[src/rtl/times_table_axi_reader.sv]
// Purpose : looks up a*b through one AXI4-Lite read at address {a,b}; result is the slave's rdata[5:0].
// Latency : start edge N -> AR handshake N+1 -> R handshake N+2 -> done high for the cycle after N+3 (zero-wait slave).
// Backpress: arvalid/araddr hold until arready; rready holds until rvalid; start is ignored (not queued) while busy.
//
// Ports: clk, rst (sync, active-low) | start, a, b request | busy, done, result, resp_err status |
//        arvalid/arready/araddr read-address channel | rvalid/rready/rdata/rresp read-data channel |
//        check_err (only with TIMES_TABLE_CHECK_EN defined: flags a slave answer that is not a*b).
// Optional feature macro: TIMES_TABLE_CHECK_EN.  DATA_W is expected to be wider than 6.
module times_table_axi_reader #(
    parameter int DATA_W = 32
) (
    input  logic              clk,
    input  logic              rst,
    input  logic              start,
    input  logic [2:0]        a,
    input  logic [2:0]        b,
    output logic              busy,
    output logic              done,
    output logic [5:0]        result,
    output logic              resp_err,
    output logic              arvalid,
    input  logic              arready,
    output logic [5:0]        araddr,
    input  logic              rvalid,
    output logic              rready,
    input  logic [DATA_W-1:0] rdata,
    input  logic [1:0]        rresp
`ifdef TIMES_TABLE_CHECK_EN
    ,
    output logic              check_err
`endif
);

    typedef enum logic [1:0] {
        IDLE = 2'd0,
        ADDR = 2'd1,
        DATA = 2'd2,
        DONE = 2'd3
    } state_t;

    state_t     state_q;
    state_t     state_d;
    logic [2:0] a_q;
    logic [2:0] b_q;

    // Only the low six bits of the read data carry the product.
    logic unused_rdata_hi;
    assign unused_rdata_hi = ^rdata[DATA_W-1:6];

    assign araddr = {a_q, b_q};

    // Channel valids/readies come purely from state, never from the peer's handshake signal.
    always_comb begin
        state_d = state_q;
        arvalid = 1'b0;
        rready  = 1'b0;
        busy    = 1'b1;
        case (state_q)
            IDLE: begin
                busy = 1'b0;
                if (start) state_d = ADDR;
            end
            ADDR: begin
                arvalid = 1'b1;
                if (arready) state_d = DATA;
            end
            DATA: begin
                rready = 1'b1;
                if (rvalid) state_d = DONE;
            end
            DONE: begin
                state_d = IDLE;
            end
            default: begin
                state_d = IDLE;
            end
        endcase
    end

`ifdef TIMES_TABLE_CHECK_EN
    logic [5:0] expect_prod;
    assign expect_prod = {3'b000, a_q} * {3'b000, b_q};
`endif

    always_ff @(posedge clk) begin
        if (!rst) begin
            state_q  <= IDLE;
            a_q      <= 3'd0;
            b_q      <= 3'd0;
            result   <= 6'd0;
            resp_err <= 1'b0;
            done     <= 1'b0;
`ifdef TIMES_TABLE_CHECK_EN
            check_err <= 1'b0;
`endif
        end else begin
            state_q <= state_d;
            // The pulse is registered off the DONE state, so it appears in the cycle after DONE
            // and is exactly one cycle long.
            done    <= (state_q == DONE);
            if (state_q == IDLE && start) begin
                a_q <= a;
                b_q <= b;
            end
            // Capture happens only on the R handshake; rvalid in IDLE/ADDR never reaches here.
            if (state_q == DATA && rvalid) begin
                result   <= rdata[5:0];
                resp_err <= (rresp != 2'b00);
`ifdef TIMES_TABLE_CHECK_EN
                check_err <= (rdata[5:0] != expect_prod);
`endif
            end
        end
    end

endmodule

[config.mk]
export PLATFORM = sky130hd
export DESIGN_NAME = times_table_axi_reader
export DESIGN_NICKNAME = d
export VERILOG_FILES = /design/src/rtl/times_table_axi_reader.sv
export SDC_FILE = /design/constraint.sdc
export NUM_CORES = 1
export LEC_CHECK = 0
export BUFFER_PORTS_ARGS = -buffer_cell sky130_fd_sc_hd__buf_2
export CORE_MARGIN = 5
export CORE_UTILIZATION = 36
export CTS_CLUSTER_DIAMETER = 60
export DETAILED_ROUTE_END_ITERATION = 7
export GPL_ROUTABILITY_DRIVEN = 0
export GPL_TIMING_DRIVEN = 0
export PLACE_DENSITY = 0.78
export RECOVER_POWER = 25
export SETUP_SLACK_MARGIN = 0.05
export SKIP_LAST_GASP = 1
export SLEW_MARGIN = 30
export SYNTH_ARGS = -nofsm -noshare
export SYNTH_HDL_FRONTEND = slang
export SYNTH_SLANG_ARGS = --single-unit
[constraint.sdc]
create_clock -name clk -period 2.1 [get_ports clk]
set_clock_uncertainty 0.05 [all_clocks]
set_input_delay 0.105 -clock clk [delete_from_list [all_inputs] [get_ports clk]]
set_output_delay 0.105 -clock clk [all_outputs]
set_load 0.01 [all_outputs]
==> metrics.cfg, run 1 <==
[critical_path]
slowest_stage = a222oi_1
worst_path_largest_cell_delay_ns = 0.49
cp-end-kind = flop
reg2reg_depth = 5
cp_max_fo = 9
path_cells = inv_1 > ha_1 > buf_2 > a222oi_1 > mux2i_1
critPathTopFamily = compound AO/OA/AOI/OAI gates
critPathLaunchType = flop
crit_required_ns = 2.26
reg2reg_slack_ns = 0.40
setup.worst_path.class = reg2reg
r2r_start = state_q[0]$_SDFFE_PN0P_
path_buf_inv = 2
arrival_ns = 1.86
rr_endpoint = state_q[1]$_SDFFE_PN0P_

[floorplan]
start_util_pct = 38.88
ios = 62
die_x_um = 53.88
placementRows = 15
core_sq_um = 1783
dieArea_sq_um = 2903
dieHeight_um = 53.88

[global_route]
antenna_found_initial = 0
grt_pass1_vias = 592
grt_max_degree = 11
overflow = 0
grt_use_met3_pct = 3.601
grt.total_usage_pct = 11.44
grt_pass1_wl_mm = 2.387
busiest_layer = met2
use_met2_pct = 20.56
grtUsageMet1_pct = 12.02

[clock_tree]
numCtsBuffers = 3
clock_latency_ns = 0.28
clk_pin_slew_ns = 0.09
post-cts-setup-buffer-count = 0
clockBufferDepth = 2
cts-root-buf = clkbuf_4
cts_tree = built
ctsHtreeMaxLevel = 1
postCtsHoldBufs = 0
ctsResizeCount = 0
clkSinkCount = 16

[pwr]
power_frac_clock_pct = 21.1
power_uw = 945.3
power_frac_seq_pct = 41.5
swShare_pct = 35.80
pwr-share-comb_pct = 37.4
power.leakage_nw = 0.4295
cellPowerDensity_nw_per_um2 = 1031
p_switching_uw = 338.5
p_int_uw = 606.9
ir_drop_mv = 0.3871

[sta]
min_period_ns = 1.697
setup_viol = 0
tns_ns = 0
rsz0062_at_grt = false
finalHoldViolations = 0
fmax_mhz = 589.3
max_slew_margin_pct = 68.30
tightestPinTransition_ns = 0.4754
slew_violations = 0
post-route-period-util_pct = 80.80

[logic_synthesis]
ys_seq_area_share_pct = 46.21
syn_avg_cell_area_sq_um = 8.774
synthMuxAreaShare_pct = 2.888
synthCells = 79
synth_top_family_by_area = simple AND/OR/NAND/NOR gates
yosys.area_share.xor_xnor_pct = 0
ys_seq_elements = 16
synth_warnings = 0
synth-simple-area-share_pct = 19.68
netlist_area_sq_um = 693.2
ys_types = 16
synth_compound_gate_area_share_pct = 16.61
synth_fa_ha_area_share_pct = 7.220
synth_fp_nets = 128

[placement]
placed_area_sq_um = 889.6
port_buffers = 33
dp_hpwl_mm = 1.262

[worst_hold_path]
whs_path_depth = 2
min_from = rresp[0]
hold_path_class = in2reg
hold_end = resp_err$_SDFFE_PN0P_

[drt]
drc = 0
postRouteAntennaNets = 0
first_iter_violations = 8
vias = 645
vias_per_cell = 4.574
wl_mm = 1.599
first_pass_iters = 4
wire_per_inst_um = 11.34

[layout]
drive_gt1_share_pct = 29.31
final_nets = 166
fin_area_sq_um = 917.1
nFillCells = 187
syn_to_final_growth_pct = 32.31
diodes = 0

[flow_run]
drv_cap = 0

[run_status]
status = finished clean

layout make-up:
type,instances,area (sq um),share of cell area [%]
multi-input cells,52,321.6,35.06
flip-flops and latches,16,320.3,34.92
plain buffers,5,28.78,3.138
inverters,6,22.52,2.456
well taps,25,31.28,3.411
repair buffers,33,156.4,17.05
clock buffers,4,36.28,3.956
power groups by stage:
stage / combinational [mW] / sequential [mW] / clock, mW
after floorplan: 0.219 / 0.415 / 0
after global placement: 0.351 / 0.396 / 0
after CTS: 0.365 / 0.392 / 0.207
final: 0.354 / 0.392 / 0.200
after global routing: 0.400 / 0.399 / 0.224
after detailed placement: 0.363 / 0.399 / 0
through the flow:
stage | utilization [%] | hold WS, ns | std cells | setup slack (ns)
2_1_floorplan | - | 0.2038 | 79 | 0.4961
3_3_place_gp | 49.89 | 0.3102 | 137 | 0.4418
3_5_place_dp | 49.89 | 0.3160 | 137 | 0.4028
4_1_cts | 51.93 | 0.01210 | 141 | 0.3923
5_1_grt | 51.44 | 0.0005202 | 141 | 0.2920
6_report | 51.44 | 0.01835 | 141 | 0.4031
worst reg2reg max path, cell delays in order (launching register included):
cell and delay (ns):
dfxtp_1 0.40, inv_1 0.08, ha_1 0.21, buf_2 0.17, a222oi_1 0.49, mux2i_1 0.23
Yosys cell counts, drive strengths merged:
cell type	instances	area share (%)
nand3	12	8.7
nand2	17	9.2
nand2b	1	0.90
o311a	1	1.4
a222oi	1	1.4
dfxtp	16	46
buf	3	3.1
a21boi	12	13
ha	4	7.2
and2	1	0.90
o21ai	1	0.72
inv	6	3.2
clkbuf	2	1.1
mux2i	2	2.9
routing by layer:
metal / routed length (um) / vias to the layer above
li1: - / 338
met1: 662 / 287
met2: 812 / 18
met3: 112 / 2
met4: 12 / 0
met5: 0 / -
cells in the final DEF, fill, tap and decap left out, drive strengths merged:
cell,instances
ha,4
and2,1
nand3,12
mux2i,2
buf,29
a222oi,1
nand2,17
a21boi,12
o311a,1
inv,6
o21ai,1
dfxtp,16
clkbuf,13
nand2b,1
worst max path at each step:
stage,from,to,slack [ns],cells past startpoint
final,state_q[0]$_SDFFE_PN0P_,state_q[1]$_SDFFE_PN0P_,0.40,5
after global routing,state_q[0]$_SDFFE_PN0P_,state_q[1]$_SDFFE_PN0P_,0.29,5
after CTS,state_q[0]$_SDFFE_PN0P_,state_q[0]$_SDFFE_PN0P_,0.39,5
after detailed placement,state_q[0]$_SDFFE_PN0P_,state_q[1]$_SDFFE_PN0P_,0.40,5
after global placement,state_q[0]$_SDFFE_PN0P_,state_q[1]$_SDFFE_PN0P_,0.44,5
after floorplan,state_q[0]$_SDFFE_PN0P_,state_q[0]$_SDFFE_PN0P_,0.50,5
kinds of logic after synthesis:
group,count (synthesis)
AND/OR/NAND/NOR,31
multiplexers,2
buffers and inverters,11
AO/OA/AOI/OAI,15
adder cells (fa/ha/maj),4
flip-flops,16
registers in the layout (all words and copies together) (netlist names):
| name | cells |
|---|---|
| resp_err | 1 |
| a_q | 3 |
| done | 1 |
| result | 6 |
| b_q | 3 |
| state_q | 2 |
Note: power is estimated with default switching activity, not from simulation.
==> inputs of run 2 (changes only) <==
- clock period: 2.1 -> 1.64 ns (I/O delays scaled with it)
==> run 2 against run 1 <==
- the run now ends with hold timing left
- non-clock buffer count grew 8
- global-route usage up 1.9 points
- utilization up 5.6 points
- worst hold slack worse by 0.023 ns
- sequential power rose by 29%
- largest cell class unchanged
- highest routed layer unchanged
==> metrics.cfg, run 2 (synthesized netlist as in run 1, its figures left out) <==
[drt]
drc = 0  ; unchanged
postRouteAntennaNets = 0  ; unchanged
first_iter_violations = 7  ; -1
wire_per_inst_um = 12.54  ; +11%
wl_mm = 1.869  ; +17%
first_pass_iters = 4  ; unchanged
vias = 710  ; +10%
vias_per_cell = 4.765  ; +4.2%

[sta]
post-route-period-util_pct = 93.62  ; +13 points
setup_ws_ns = 0.1047  ; -0.2984 ns
min_period_ns = 1.535  ; -0.1616 ns
whs_ns = -0.004199  ; -0.02255 ns
max_slew_margin_pct = 74.53  ; +6.2 points
tightestPinTransition_ns = 0.3821  ; -0.09334 ns
setup_viol = 0  ; unchanged
finalHoldViolations = 1  ; +1
rsz0062_at_grt = false
slew_violations = 0  ; unchanged
fmax_mhz = 651.3  ; +11%

[critical_path]
cp_max_fo = 10  ; +1
crit_required_ns = 1.82  ; -0.44 ns
critPathLaunchType = flop
critPathTopFamily = compound AO/OA/AOI/OAI gates
setup.worst_path.class = reg2reg
r2r_start = state_q[0]$_SDFFE_PN0P_
reg2reg_slack_ns = 0.10  ; -0.30 ns
cp-end-kind = flop
path_cells = inv_1 > ha_4 > a222oi_1 > buf_4 > mux2i_1
arrival_ns = 1.71  ; -0.15 ns
worst_path_largest_cell_delay_ns = 0.42  ; -0.07 ns
path_buf_inv = 2  ; unchanged
rr_endpoint = state_q[0]$_SDFFE_PN0P_
critPathLaunch = state_q[0]$_SDFFE_PN0P_
slowest_stage = a222oi_1
reg2reg_depth = 5  ; unchanged

[clock_tree]
clockBufferDepth = 2  ; unchanged
clk_pin_slew_ns = 0.10  ; about the same
numCtsBuffers = 3  ; unchanged
clock_latency_ns = 0.30  ; +0.02 ns
cts-root-buf = clkbuf_4
ctsHtreeMaxLevel = 1  ; unchanged
cts_tree = built
clkSinkCount = 16  ; unchanged

[global_route]
antenna_found_initial = 0  ; unchanged
grt_pass1_vias = 689  ; +16%
overflow = 0  ; unchanged
grt_pass1_wl_mm = 2.711  ; +14%
grt.total_usage_pct = 13.37  ; +1.9 points
grt_max_degree = 11  ; unchanged

[run_status]
status = finished, violations left
violations = hold timing

[pwr]
cellPowerDensity_nw_per_um2 = 1309  ; +27%
power.leakage_nw = 0.4627  ; +7.7%
ir_drop_mv = 0.5648  ; +46%

[layout]
nFillCells = 168  ; -10%
regArea_sq_um = 322.8  ; +0.78%
mostFrequentLayoutCells = buf_2 (26), nand2_1 (17), dfxtp_1 (14), nand3_1 (12), a21boi_0 (12)
fin_area_sq_um = 1017  ; +11%
diodes = 0  ; unchanged
multi_input_area_sq_um = 336.6  ; +4.7%
largest_register = result
final_common_cell = buf_2
largest_reg_flops = 6  ; unchanged
reg_top3 = result (6), a_q (3), b_q (3)
drive_gt1_share_pct = 31.45  ; +2.1 points
final_nets = 174  ; +4.8%
syn_to_final_growth_pct = 46.75

[floorplan]
dieArea_sq_um = 2903  ; unchanged
ios = 62  ; unchanged
dieHeight_um = 53.88  ; unchanged
start_util_pct = 38.88  ; unchanged
core_sq_um = 1783  ; unchanged
placementRows = 15  ; unchanged
die_x_um = 53.88  ; unchanged

[flow_run]
drv_cap = 0  ; unchanged

[worst_hold_path]
hold_end = result[5]$_SDFFE_PN0P_
min_from = rdata[5]
whs_path_depth = 3  ; +1
hold_path_class = in2reg

[placement]
dp_hpwl_mm = 1.355  ; +7.4%
port_buffers = 33  ; unchanged
placed_area_sq_um = 892.1  ; +0.28%
place_worst_setup_slack_ns = -0.1253  ; -0.5281 ns

run 2: worst max path at each step:
stage / endpoint / cells past startpoint / slack [ns]
global placement: state_q[1]$_SDFFE_PN0P_ / 5 / -0.01
finish: state_q[0]$_SDFFE_PN0P_ / 5 / 0.10
CTS: state_q[0]$_SDFFE_PN0P_ / 5 / 0.09
floorplan: state_q[0]$_SDFFE_PN0P_ / 5 / 0.06
global route: state_q[0]$_SDFFE_PN0P_ / 5 / 0.05
detailed placement: state_q[0]$_SDFFE_PN0P_ / 5 / -0.13
run 2: layer usage:
metal,vias to the layer above,wire length (um),track usage [%]
met1,327,755,12.10
li1,354,-,-
met5,-,0,0
met3,5,109,2.770
met2,24,959,26.41
met4,0,44,8.085
run 2: worst reg2reg max path, stage by stage (launching register included):
cell and delay [ns]:
dfxtp_2 0.34, inv_1 0.08, ha_4 0.21, a222oi_1 0.42
buf_4 0.19, mux2i_1 0.18
run 2: timing repair:
| action | in CTS | in global routing |
|---|---|---|
| endpoints found under the setup margin | 2 | 2 |
| buffers inserted | 3 | 0 |
| gates cloned | 0 | 0 |
| gates resized for setup | 1 | 3 |
| hold buffers | 7 | 0 |
| pin swaps | 1 | 1 |
| endpoints found under the hold margin | 6 | 0 |
run 2: area by class of cell:
cell class / count / share of cell area [%]
buffer: 3 / 1.968
clock buffer: 4 / 3.567
inverter: 6 / 2.214
multi-input combinational: 52 / 33.09
sequential: 16 / 31.73
tap: 25 / 3.075
timing repair buffer: 43 / 24.35
run 2: power breakdown:
part / total (mW) / switching [mW] / leakage, nW / internal (mW)
Combinational: 0.559 / 0.303 / 0.311 / 0.256
Clock: 0.265 / 0.130 / 0.0210 / 0.135
Sequential: 0.507 / 0.0430 / 0.131 / 0.464
Total: 1.33 / 0.475 / 0.463 / 0.856
run 2: through the flow:
step / total power, mW / hold slack [ns] / setup TNS, ns / std cells / utilization, %
4_1_cts: 1.309 / 0.001031 / 0 / 149 / 56.84
3_3_place_gp: 0.9584 / 0.2866 / -0.01195 / 137 / 50.04
3_5_place_dp: 0.9875 / 0.3046 / -0.2456 / 137 / 50.04
5_1_grt: 1.412 / 0.007042 / 0 / 149 / 57.05
2_1_floorplan: 0.8142 / 0.1808 / 0 / 79 / -
6_report: 1.331 / -0.004199 / 0 / 149 / 57.05
